**src/rtl/snake_pkg.sv**
```systemverilog
`default_nettype none
// ============================================================================
// Module      : snake_pkg
// Description : Shared command-word layout, opcodes and logic-grid constants
//               for the snake draw-command producer and renderer.
// Revision    : 1.0 - initial release
// ============================================================================
package snake_pkg;

    localparam int GRID_H_WIDTH = 5;
    localparam int GRID_V_WIDTH = 5;
    localparam int GRID_H_MAX   = 31;
    localparam int GRID_V_MAX   = 23;
    localparam int COLOR_WIDTH  = 8;

    localparam int CMD_WIDTH = 4 + 2 * (GRID_H_WIDTH + GRID_V_WIDTH) + COLOR_WIDTH;

    localparam logic [3:0] OP_CELL = 4'h0;
    localparam logic [3:0] OP_FILL = 4'h1;

    // Both formats share opcode, first x and first y; the rest packs downward.
    localparam int OP_LSB         = CMD_WIDTH - 4;
    localparam int F_X0_LSB       = OP_LSB - GRID_H_WIDTH;
    localparam int F_Y0_LSB       = F_X0_LSB - GRID_V_WIDTH;
    localparam int CELL_COLOR_LSB = F_Y0_LSB - COLOR_WIDTH;
    localparam int FILL_X1_LSB    = F_Y0_LSB - GRID_H_WIDTH;
    localparam int FILL_Y1_LSB    = FILL_X1_LSB - GRID_V_WIDTH;
    localparam int FILL_COLOR_LSB = 0;

    function automatic logic [3:0] cmd_opcode(input logic [CMD_WIDTH-1:0] cmd);
        return cmd[OP_LSB +: 4];
    endfunction

endpackage
`default_nettype wire

```
**src/rtl/snake_cmd_fifo.sv**
```systemverilog
`default_nettype none
// ============================================================================
// Module      : snake_cmd_fifo
// Description : Synchronous command FIFO with registered occupancy level.
//               A push into a full FIFO only succeeds alongside a pop.
// Revision    : 1.0 - initial release
// ============================================================================
module snake_cmd_fifo #(
    parameter int WIDTH      = 32,
    parameter int FIFO_DEPTH = 8,
    parameter int FIFO_AW    = 3
) (
    input  logic               clk,
    input  logic               rst,
    input  logic               push,
    input  logic [WIDTH-1:0]   push_data,
    input  logic               pop,
    output logic [WIDTH-1:0]   pop_data,
    output logic               full,
    output logic               empty,
    output logic [FIFO_AW:0]   level
);

    localparam logic [FIFO_AW:0] c_full_level = FIFO_DEPTH[FIFO_AW:0];

    logic [WIDTH-1:0]   r_mem [FIFO_DEPTH];
    logic [FIFO_AW-1:0] r_wr_ptr;
    logic [FIFO_AW-1:0] r_rd_ptr;
    logic [FIFO_AW:0]   r_level;
    logic               w_do_push;
    logic               w_do_pop;

    assign full      = (r_level == c_full_level);
    assign empty     = (r_level == '0);
    assign level     = r_level;
    assign pop_data  = r_mem[r_rd_ptr];
    assign w_do_pop  = pop && !empty;
    assign w_do_push = push && (!full || w_do_pop);

    always_ff @(posedge clk) begin
        if (w_do_push) begin
            r_mem[r_wr_ptr] <= push_data;
        end
    end

    always_ff @(posedge clk) begin
        if (rst) begin
            r_wr_ptr <= '0;
            r_rd_ptr <= '0;
            r_level  <= '0;
        end else begin
            if (w_do_push) begin
                r_wr_ptr <= r_wr_ptr + 1'b1;
            end
            if (w_do_pop) begin
                r_rd_ptr <= r_rd_ptr + 1'b1;
            end
            if (w_do_push && !w_do_pop) begin
                r_level <= r_level + 1'b1;
            end else if (w_do_pop && !w_do_push) begin
                r_level <= r_level - 1'b1;
            end
        end
    end

endmodule
`default_nettype wire

```
**src/rtl/snake_cmd_render.sv**
```systemverilog
`default_nettype none
// ============================================================================
// Module      : snake_cmd_render
// Description : Buffers snake draw commands and turns CELL/FILL commands into
//               per-cell tile-RAM colour writes. SNAKE_RENDER_STATS_EN adds
//               saturating cells_written / cmds_dropped counters.
// Revision    : 1.0 - initial release
// ============================================================================
module snake_cmd_render
    import snake_pkg::*;
#(
    parameter int H_LOGIC_WIDTH  = GRID_H_WIDTH,
    parameter int V_LOGIC_WIDTH  = GRID_V_WIDTH,
    parameter int H_LOGIC_MAX    = GRID_H_MAX,
    parameter int V_LOGIC_MAX    = GRID_V_MAX,
    parameter int COLOR_ID_WIDTH = COLOR_WIDTH,
    parameter int FIFO_DEPTH     = 8,
    parameter int FIFO_AW        = 3
) (
    input  logic                                   clk,
    input  logic                                   rst,
    input  logic [CMD_WIDTH-1:0]                   cmd_in,
    input  logic                                   cmd_vld_in,
    output logic                                   wr_en,
    output logic [V_LOGIC_WIDTH+H_LOGIC_WIDTH-1:0] wr_addr,
    output logic [COLOR_ID_WIDTH-1:0]              wr_data,
    output logic                                   busy,
    output logic [FIFO_AW:0]                       fifo_level,
    output logic                                   overflow,
    output logic                                   bad_cmd
`ifdef SNAKE_RENDER_STATS_EN
    ,
    output logic [15:0]                            cells_written,
    output logic [15:0]                            cmds_dropped
`endif
);

    localparam logic [1:0] c_st_idle   = 2'd0;
    localparam logic [1:0] c_st_write1 = 2'd1;
    localparam logic [1:0] c_st_fill   = 2'd2;

    localparam logic [H_LOGIC_WIDTH-1:0] c_h_max   = H_LOGIC_MAX[H_LOGIC_WIDTH-1:0];
    localparam logic [V_LOGIC_WIDTH-1:0] c_v_max   = V_LOGIC_MAX[V_LOGIC_WIDTH-1:0];
    localparam logic [FIFO_AW:0]         c_lvl_one = (FIFO_AW + 1)'(1);

    logic [CMD_WIDTH-1:0]      r_prev_cmd;
    logic                      r_prev_vld;
    logic                      w_push_req;
    logic                      w_push_ok;
    logic                      w_drop;
    logic                      w_pop;
    logic                      w_full;
    logic                      w_empty;
    logic [CMD_WIDTH-1:0]      w_head;

    logic [3:0]                w_op;
    logic [H_LOGIC_WIDTH-1:0]  w_hx;
    logic [H_LOGIC_WIDTH-1:0]  w_hx1;
    logic [H_LOGIC_WIDTH-1:0]  w_hx1c;
    logic [V_LOGIC_WIDTH-1:0]  w_hy;
    logic [V_LOGIC_WIDTH-1:0]  w_hy1;
    logic [V_LOGIC_WIDTH-1:0]  w_hy1c;
    logic                      w_cell_ok;

    logic [1:0]                r_state;
    logic [1:0]                w_state_next;
    logic [H_LOGIC_WIDTH-1:0]  r_x;
    logic [H_LOGIC_WIDTH-1:0]  r_x_start;
    logic [H_LOGIC_WIDTH-1:0]  r_x_end;
    logic [V_LOGIC_WIDTH-1:0]  r_y;
    logic [V_LOGIC_WIDTH-1:0]  r_y_end;
    logic [COLOR_ID_WIDTH-1:0] r_color;
    logic                      w_fill_empty;
    logic                      w_fill_last;
    logic                      w_fifo_left;
    logic                      w_wr_en_next;
    logic                      w_bad_next;
    logic                      w_busy_next;

    // A word held valid across consecutive cycles is the same command repeated.
    assign w_push_req = cmd_vld_in && !(r_prev_vld && (cmd_in == r_prev_cmd));
    assign w_pop      = (r_state == c_st_idle) && !w_empty;
    assign w_push_ok  = w_push_req && (!w_full || w_pop);
    assign w_drop     = w_push_req && w_full && !w_pop;

    snake_cmd_fifo #(
        .WIDTH      (CMD_WIDTH),
        .FIFO_DEPTH (FIFO_DEPTH),
        .FIFO_AW    (FIFO_AW)
    ) u_fifo (
        .clk       (clk),
        .rst       (rst),
        .push      (w_push_req),
        .push_data (cmd_in),
        .pop       (w_pop),
        .pop_data  (w_head),
        .full      (w_full),
        .empty     (w_empty),
        .level     (fifo_level)
    );

    assign w_op      = cmd_opcode(w_head);
    assign w_hx      = w_head[F_X0_LSB +: H_LOGIC_WIDTH];
    assign w_hy      = w_head[F_Y0_LSB +: V_LOGIC_WIDTH];
    assign w_hx1     = w_head[FILL_X1_LSB +: H_LOGIC_WIDTH];
    assign w_hy1     = w_head[FILL_Y1_LSB +: V_LOGIC_WIDTH];
    assign w_hx1c    = (w_hx1 > c_h_max) ? c_h_max : w_hx1;
    assign w_hy1c    = (w_hy1 > c_v_max) ? c_v_max : w_hy1;
    assign w_cell_ok = (w_hx <= c_h_max) && (w_hy <= c_v_max);

    assign w_fill_empty = (r_x_start > r_x_end) || (r_y > r_y_end);
    assign w_fill_last  = (r_x == r_x_end) && (r_y == r_y_end);

    always_ff @(posedge clk) begin
        if (rst) begin
            r_state <= c_st_idle;
        end else begin
            r_state <= w_state_next;
        end
    end

    always_comb begin
        w_state_next = r_state;
        unique case (r_state)
            c_st_idle: begin
                if (!w_empty) begin
                    if (w_op == OP_FILL) begin
                        w_state_next = c_st_fill;
                    end else if ((w_op == OP_CELL) && w_cell_ok) begin
                        w_state_next = c_st_write1;
                    end
                end
            end
            c_st_write1: w_state_next = c_st_idle;
            c_st_fill: begin
                if (w_fill_empty || w_fill_last) begin
                    w_state_next = c_st_idle;
                end
            end
            default: w_state_next = c_st_idle;
        endcase
    end

    always_comb begin
        w_wr_en_next = (r_state == c_st_write1) ||
                       ((r_state == c_st_fill) && !w_fill_empty);
        w_bad_next   = w_pop && (w_op != OP_FILL) &&
                       ((w_op != OP_CELL) || !w_cell_ok);
        w_fifo_left  = !w_empty && !(w_pop && (fifo_level == c_lvl_one));
        w_busy_next  = (w_state_next != c_st_idle) || w_push_ok ||
                       w_fifo_left || w_wr_en_next;
    end

    // Scan cursor: loaded on pop, then walks the clipped rectangle x-first.
    always_ff @(posedge clk) begin
        if (rst) begin
            r_x       <= '0;
            r_y       <= '0;
            r_x_start <= '0;
            r_x_end   <= '0;
            r_y_end   <= '0;
            r_color   <= '0;
        end else if (w_pop) begin
            r_x       <= w_hx;
            r_y       <= w_hy;
            r_x_start <= w_hx;
            r_x_end   <= w_hx1c;
            r_y_end   <= w_hy1c;
            r_color   <= (w_op == OP_FILL) ? w_head[FILL_COLOR_LSB +: COLOR_ID_WIDTH]
                                           : w_head[CELL_COLOR_LSB +: COLOR_ID_WIDTH];
        end else if ((r_state == c_st_fill) && !w_fill_empty && !w_fill_last) begin
            if (r_x == r_x_end) begin
                r_x <= r_x_start;
                r_y <= r_y + 1'b1;
            end else begin
                r_x <= r_x + 1'b1;
            end
        end
    end

    always_ff @(posedge clk) begin
        if (rst) begin
            wr_en      <= 1'b0;
            wr_addr    <= '0;
            wr_data    <= '0;
            busy       <= 1'b0;
            overflow   <= 1'b0;
            bad_cmd    <= 1'b0;
            r_prev_vld <= 1'b0;
            r_prev_cmd <= '0;
        end else begin
            wr_en      <= w_wr_en_next;
            wr_addr    <= {r_y, r_x};
            wr_data    <= r_color;
            busy       <= w_busy_next;
            r_prev_vld <= cmd_vld_in;
            r_prev_cmd <= cmd_in;
            if (w_drop) begin
                overflow <= 1'b1;
            end
            if (w_bad_next) begin
                bad_cmd <= 1'b1;
            end
        end
    end

`ifdef SNAKE_RENDER_STATS_EN
    logic [15:0] r_cells_written;
    logic [15:0] r_cmds_dropped;
    logic [1:0]  w_drop_inc;
    logic [16:0] w_drop_sum;

    assign w_drop_inc = {1'b0, w_drop} + {1'b0, w_bad_next};
    assign w_drop_sum = {1'b0, r_cmds_dropped} + {15'd0, w_drop_inc};

    always_ff @(posedge clk) begin
        if (rst) begin
            r_cells_written <= '0;
            r_cmds_dropped  <= '0;
        end else begin
            if (w_wr_en_next && (r_cells_written != 16'hFFFF)) begin
                r_cells_written <= r_cells_written + 16'd1;
            end
            r_cmds_dropped <= w_drop_sum[16] ? 16'hFFFF : w_drop_sum[15:0];
        end
    end

    assign cells_written = r_cells_written;
    assign cmds_dropped  = r_cmds_dropped;
`else
    // Statistics counters are not built in this configuration.
`endif

endmodule
`default_nettype wire

```
**config.mk**
```make
export PLATFORM = sky130hd
export DESIGN_NAME = snake_cmd_render
export DESIGN_NICKNAME = d
export VERILOG_FILES = /design/src/rtl/snake_pkg.sv /design/src/rtl/snake_cmd_fifo.sv /design/src/rtl/snake_cmd_render.sv
export SDC_FILE = /design/constraint.sdc
export NUM_CORES = 1
export LEC_CHECK = 0
export CAP_MARGIN = 20
export CORE_ASPECT_RATIO = 0.5
export CORE_MARGIN = 3
export CORE_UTILIZATION = 57
export DETAILED_ROUTE_END_ITERATION = 8
export PLACE_DENSITY = 0.76
export SLEW_MARGIN = 10
export SYNTH_ARGS = -nofsm -noshare
export SYNTH_HDL_FRONTEND = slang
export SYNTH_SLANG_ARGS = --single-unit
```
**constraint.sdc**
```tcl
create_clock -name clk -period 6 [get_ports clk]
set_clock_uncertainty 0.05 [all_clocks]
set_input_delay 0.6 -clock clk [delete_from_list [all_inputs] [get_ports clk]]
set_output_delay 0.6 -clock clk [all_outputs]
set_load 0.05 [all_outputs]
```
==> reports/results.txt <==
status: finished, final reports clean
slew margin rel.: 32.12%
Post-Syn Area: 14080 µm²
root buffer cell: clkbuf_16
P per Cell Area: 439.4 nW/µm²
Max IR drop VDD: 0.1944 mV
Max Slew Vio Count: 0
met1 Use GR: 32.58%
setup slack after layout: 1962 ps
pre-CTS WS: 1547 ps
DP Wirelength: 16.81 mm
commonest non-fill, non-tap cell in the layout: edfxtp_1
CP Capture Type: flop
drt total wl: 29.21 mm
final setup violating endpoints: 0
fin crit period: 4038 ps
clock latency on the worst-skew pair: 570 ps
most frequent cells in the layout: edfxtp_1 (256), dfxtp_1 (100), clkdlybuf4s50_1 (59)
most used routing layer: met2
global placement routability congestion: 0.8022
routed len/inst: 23.39 µm
Worst Tran Pin Value: 1018 ps
Hold Crit Class: reg2reg
Synth area leaders: edfxtp_1 (55%), dfxtp_1 (15%), mux4_2 (9.0%)
share of the synthesized area in the top cell type: 54.60%
Via Count: 7403
clock tree buffer depth: 3
Syn. warnings: 0
# diodes: 0
Post-route DRC: 0
gr usage total: 22.32%
number of synthesized flops with an enable pin: 256
Final Cycle Share: 67.30%
Power Internal: 0.004898 W
initial drt markers: 830
Netlist cell types: 55
DRT Pass-1 Iters: 4
CP peak stage delay: 590 ps
Antenna Violating Nets Remaining: 0
Chip Height: 117.1 µm
Ports: 61
Mapped Cells: 830
fmax: 247.6 MHz
MaxCap Viol Count: 0
Critical Path, Cell by Cell: clkdlybuf4s50_1 > xnor2_1 > nand4_1 > nor4_1 > nand3_1 > nand3_1 > inv_1 > ha_1 > or4_1 > a21oi_1 > xnor2_1 > nor2_1
row count: 39
met3 global-route usage: 4.328%
Leakage: 5.336 nW
Yosys reg bits: 359
Area Overhead vs Synth: 14.33%
register share of total power: 44.0%
Worst Path Required: 6360 ps
Clock Power Share: 29.2%
CP arrival: 4400 ps
vias in the first global route: 7527
slowest CP cell: clkdlybuf4s50_1
area of the core: 23520 µm²
worst path bufs/invs: 2
first-pass GRT wire length: 44.74 mm
register area share after synthesis: 69.25%
TritonCTS buffer count: 31
crit path kind: in2reg
# port buffers: 60
grt total ovfl: 0
# clock sinks: 359
postcts setup bufs: 0
Fin Setup TNS: 0 ps
largest net degree at the start of global routing: 93
clock-pin slew on the worst setup and hold paths: 70 ps
Post-synth top flop: edfxtp_1
Avg Inst Size Synth: 16.96 µm²
met2 Use GR: 35.41%
DIE WIDTH: 228.3 µm
final-report hold violation count: 0
TritonCTS clock tree: built
syn_nets: 884
cts hold-fix bufs: 0
NetSw: 0.002175 W
share of cells above drive strength 1: 17.48%
Resize count post-CTS: 0
RSZ-0062 raised after global routing: false
sw frac: 30.75%
Die ar.: 26740 µm²
leading area contributor after synthesis: edfxtp_1
htree depth: 1
Nets: 950
Starting Density: 59.86%
Top Family by Delay on Critical Path: simple AND/OR/NAND/NOR gates
antenna violations before repair: 1
Gate power share: 26.8%
vias per cell: 5.927
ys async rst share: 0%
startpoint type of the worst setup path: primary input
Crit Path Max Fanout: 10
final cells by class:
cell class              count  area, µm²
clock buffers              40      913.4
clock inverters            18      157.7
fillers                  1576       7425
inverters                  20      75.07
multi-input cells         411       4088
flip-flops and latches    359       9756
well taps                 328      410.4
repair buffers             73      695.7
worst register-to-register path: stages, from the launching register on:
cell	delay (ps)
dfxtp_1	310
xnor2_1	390
nand4_1	170
nor4_1	540
nand3_1	290
nand3_1	490
inv_1	180
ha_1	300
or4_1	410
a21oi_1	180
xnor2_1	130
nor2_1	50
layer usage:
layer / vias up / part of all wire [%]
li1: 3321 / -
met1: 3782 / 45
met2: 247 / 46
met3: 51 / 7.2
met4: 2 / 1.9
met5: - / 0.048
worst paths after layout:
path | start | endpoint | slack (ps) | cells after the start
max | cmd_in[28] | u_fifo.level[3] | 1960 | 12
max reg2reg | r_prev_cmd[28] | u_fifo.level[3] | 2360 | 11
min reg2reg | r_color[1] | wr_data[1] | 420 | 1
min | r_color[1] | wr_data[1] | 420 | 1
logic make-up (layout without fill, tap and decap cells):
group / count (synthesis) / in the layout / share of synthesized area, %
buffers and inverters: 60 / 151 / 2.133
muxes: 106 / 106 / 13.01
AOI/OAI and AO/OA: 71 / 71 / 3.768
and+or+nand+nor: 169 / 169 / 7.288
adders and majority gates: 19 / 19 / 1.689
xor gates and xnor gates: 46 / 46 / 2.862
DFF: 359 / 359 / 69.25
sequential cells by signal, summed over array words and instances (netlist names), 2 cells and up, named ones only:
register / flops
r_color: 8
r_prev_cmd: 32
r_state: 2
r_x: 5
r_x_end: 5
r_x_start: 5
r_y: 5
r_y_end: 5
u_fifo.level: 4
u_fifo.r_mem: 256
u_fifo.r_rd_ptr: 3
u_fifo.r_wr_ptr: 3
wr_addr: 10
wr_data: 8
through the flow:
stage | util (%) | cells | power, W | hold WS [ps] | area, µm²
3_3_place_gp | 63.88 | 1191 | 0.005013 | 396.6 | 15020
3_5_place_dp | 63.88 | 1191 | 0.005061 | 410.6 | 15020
5_1_grt | 68.43 | 1249 | 0.007398 | 446.2 | 16100
6_report | 68.43 | 1249 | 0.007073 | 418.4 | 16100
2_1_floorplan | - | 830 | 0.004536 | 381.9 | 14080
4_1_cts | 68.43 | 1249 | 0.007115 | 420.0 | 16100
power groups by stage:
stage	clock [W]	sequential (W)	combinational, W
floorplan	0	0.00314	0.00140
detailed placement	0	0.00317	0.00189
finish	0.00206	0.00312	0.00189
global placement	0	0.00316	0.00185
CTS	0.00209	0.00312	0.00191
global route	0.00219	0.00316	0.00205
Yosys cell counts (all sizes together), types with 3 or more instances:
| master | count |
|---|---|
| nor4 | 10 |
| buf | 25 |
| ha | 19 |
| nor2 | 32 |
| edfxtp | 256 |
| o2bb2ai | 8 |
| mux2i | 36 |
| dfxtp | 103 |
| o21ai | 3 |
| nand3 | 7 |
| nand2 | 14 |
| nand2b | 5 |
| clkbuf | 15 |
| nor2b | 54 |
| nand4 | 12 |
| xnor2 | 36 |
| o21a | 7 |
| nor4b | 11 |
| a211oi | 12 |
| mux2 | 12 |
| nor3 | 7 |
| xor2 | 10 |
| o31ai | 4 |
| a21boi | 3 |
| or3 | 3 |
| mux4 | 58 |
| a21oi | 24 |
| and3 | 7 |
| inv | 19 |
| a211o | 3 |
No activity file was read; power rests on OpenSTA's default activity.
==> RTL edit, RTL diff (same settings) <==
Take the reset off `wr_addr` and load it in a clocked block of its own.
--- a/src/rtl/snake_cmd_render.sv
+++ b/src/rtl/snake_cmd_render.sv
@@ -183,3 +183,2 @@
             wr_en      <= 1'b0;
-            wr_addr    <= '0;
             wr_data    <= '0;
@@ -192,3 +191,2 @@
             wr_en      <= w_wr_en_next;
-            wr_addr    <= {r_y, r_x};
             wr_data    <= r_color;
@@ -206,2 +204,6 @@
 
+    always_ff @(posedge clk) begin
+        wr_addr <= {r_y, r_x};
+    end
+
 `ifdef SNAKE_RENDER_STATS_EN
Behaviour: differs if rst is asserted again (counterexample within 4 cycles, from zero or initial values and one cycle with rst high); with rst held inactive, the same outputs for 4 cycles.
==> RTL edit against the unedited design <==
Cell count down 0.48%; critical path depth decreased by 4; hold slack lost 0.066 ns; power fell by 0.68%; maximum frequency up 15%; synthesized area decreased by 1.1%; sequential cell count is the same; setup slack improved by 0.51 ns; synthesized cell count is 1.7% higher; wire length increased by 0.59%; final area is 1.9% lower; highest routed layer unchanged.
==> RTL edit: results (changes against the unedited design) <==
[status]
status=complete, no violations  ; unchanged

[grt]
antenna_found_initial=2  ; was 1
grt_pass1_vias=7411  ; was 7527
grt_max_degree=52  ; was 93
grt_pass1_wl_mm=45.2  ; was 44.7 mm
grt_usage=0.233  ; was 0.223

[power_and_ir_drop]
total_leakage_power_nw=5.35  ; was 5.34 nW

[logic_synthesis]
synth_commonest_cells=edfxtp_1, dfxtp_1, mux4_2  ; unchanged
seq_area_frac_synth=0.700  ; was 0.692
synth_top_cells_by_area=edfxtp_1, dfxtp_1, mux4_2  ; unchanged
syn_nets=898  ; was 884
syn_avg_cell_area_um2=16.5  ; was 17.0 µm²
yosys_warnings=0  ; unchanged
ys_types=65  ; was 55

[final_layout]
num-fill-cells=1557  ; was 1576
final_cells=1243  ; was 1249
drive_gt1_frac=0.153  ; was 0.175
nets=966  ; was 950

[worst_setup_path]
path_max_fanout=24  ; was 10
cp.arrival_ns=3.72  ; was 4.40 ns

[routing]
drt_iter0_markers=785  ; was 830
drtPass1Iterations=5  ; was 4
vias=7451  ; was 7403
avgRoutedWirePerCell_um=23.6  ; was 23.4 µm

[timing]
slew_headroom=0.305  ; was 0.321

[clock_tree]
cts_buffers=30  ; was 31

[placement]
routabilityCongestion=0.795  ; was 0.802
hpwl_mm=17.7  ; was 16.8 mm

[min_path]
hold_class=register to register  ; unchanged

==> RTL edit: worst paths after layout <==
check,from,end,slack (ns),cells after the start
hold / removal,r_y[0],wr_addr[5],0.35,0
hold reg to reg,r_y[0],wr_addr[5],0.35,0
setup / recovery,cmd_in[18],u_fifo.r_mem[3][3],2.48,8
setup reg to reg,register,r_color[2],2.73,6
==> RTL edit: power breakdown <==
group	switching (W)	internal (W)	total, W
logic	0.00118	0.000835	0.00202
registers	0.000228	0.00288	0.00311
clock network	0.000847	0.00105	0.00190
total	0.00226	0.00477	0.00702
==> RTL edit: critical path, cell delays in order <==
cell and delay, ns:
clkdlybuf4s50_1 0.75, xor2_1 0.25, nor4_1 0.10, nand4_1 0.24, and3b_1 0.37, nand2_1 0.24, nor3b_2 0.86, buf_12 0.30
==> RTL edit: area by class of cell <==
class                      instances  area, µm²  area share
clock buffer                      49        923      0.0585
clock inverter                     7       37.5     0.00238
inverter                          18       67.6     0.00428
multi-input combinational        429       3910       0.248
sequential                       359       9750       0.618
tap                              307        384      0.0243
timing repair buffer              74        713      0.0452
==> RTL edit: stage by stage <==
step	worst slack [ns]	instance area [µm²]
floorplan	1.31	13900
global placement	2.08	14800
detailed placement	1.94	14800
CTS	2.50	15800
global route	2.32	15800
finish	2.48	15800
==> RTL edit: routing by layer <==
layer | up-vias | track usage | part of all wire
met5 | - | 0 | 0.00078
met4 | 4 | 0.0576 | 0.017
met3 | 52 | 0.0555 | 0.093
met2 | 313 | 0.345 | 0.44
met1 | 3738 | 0.354 | 0.45
li1 | 3344 | - | -
==> RTL edit: kinds of logic (layout without fill, tap and decap cells) <==
group,count (synthesis),after routing,synth area share
adder cells (fa/ha/maj),19,19,0.0171
multiplexers,85,85,0.115
buffers and inverters,56,148,0.0220
AND/OR/NAND/NOR,196,196,0.0773
XOR/XNOR,49,49,0.0308
AO/OA/AOI/OAI,80,80,0.0382
flip-flops,359,359,0.700
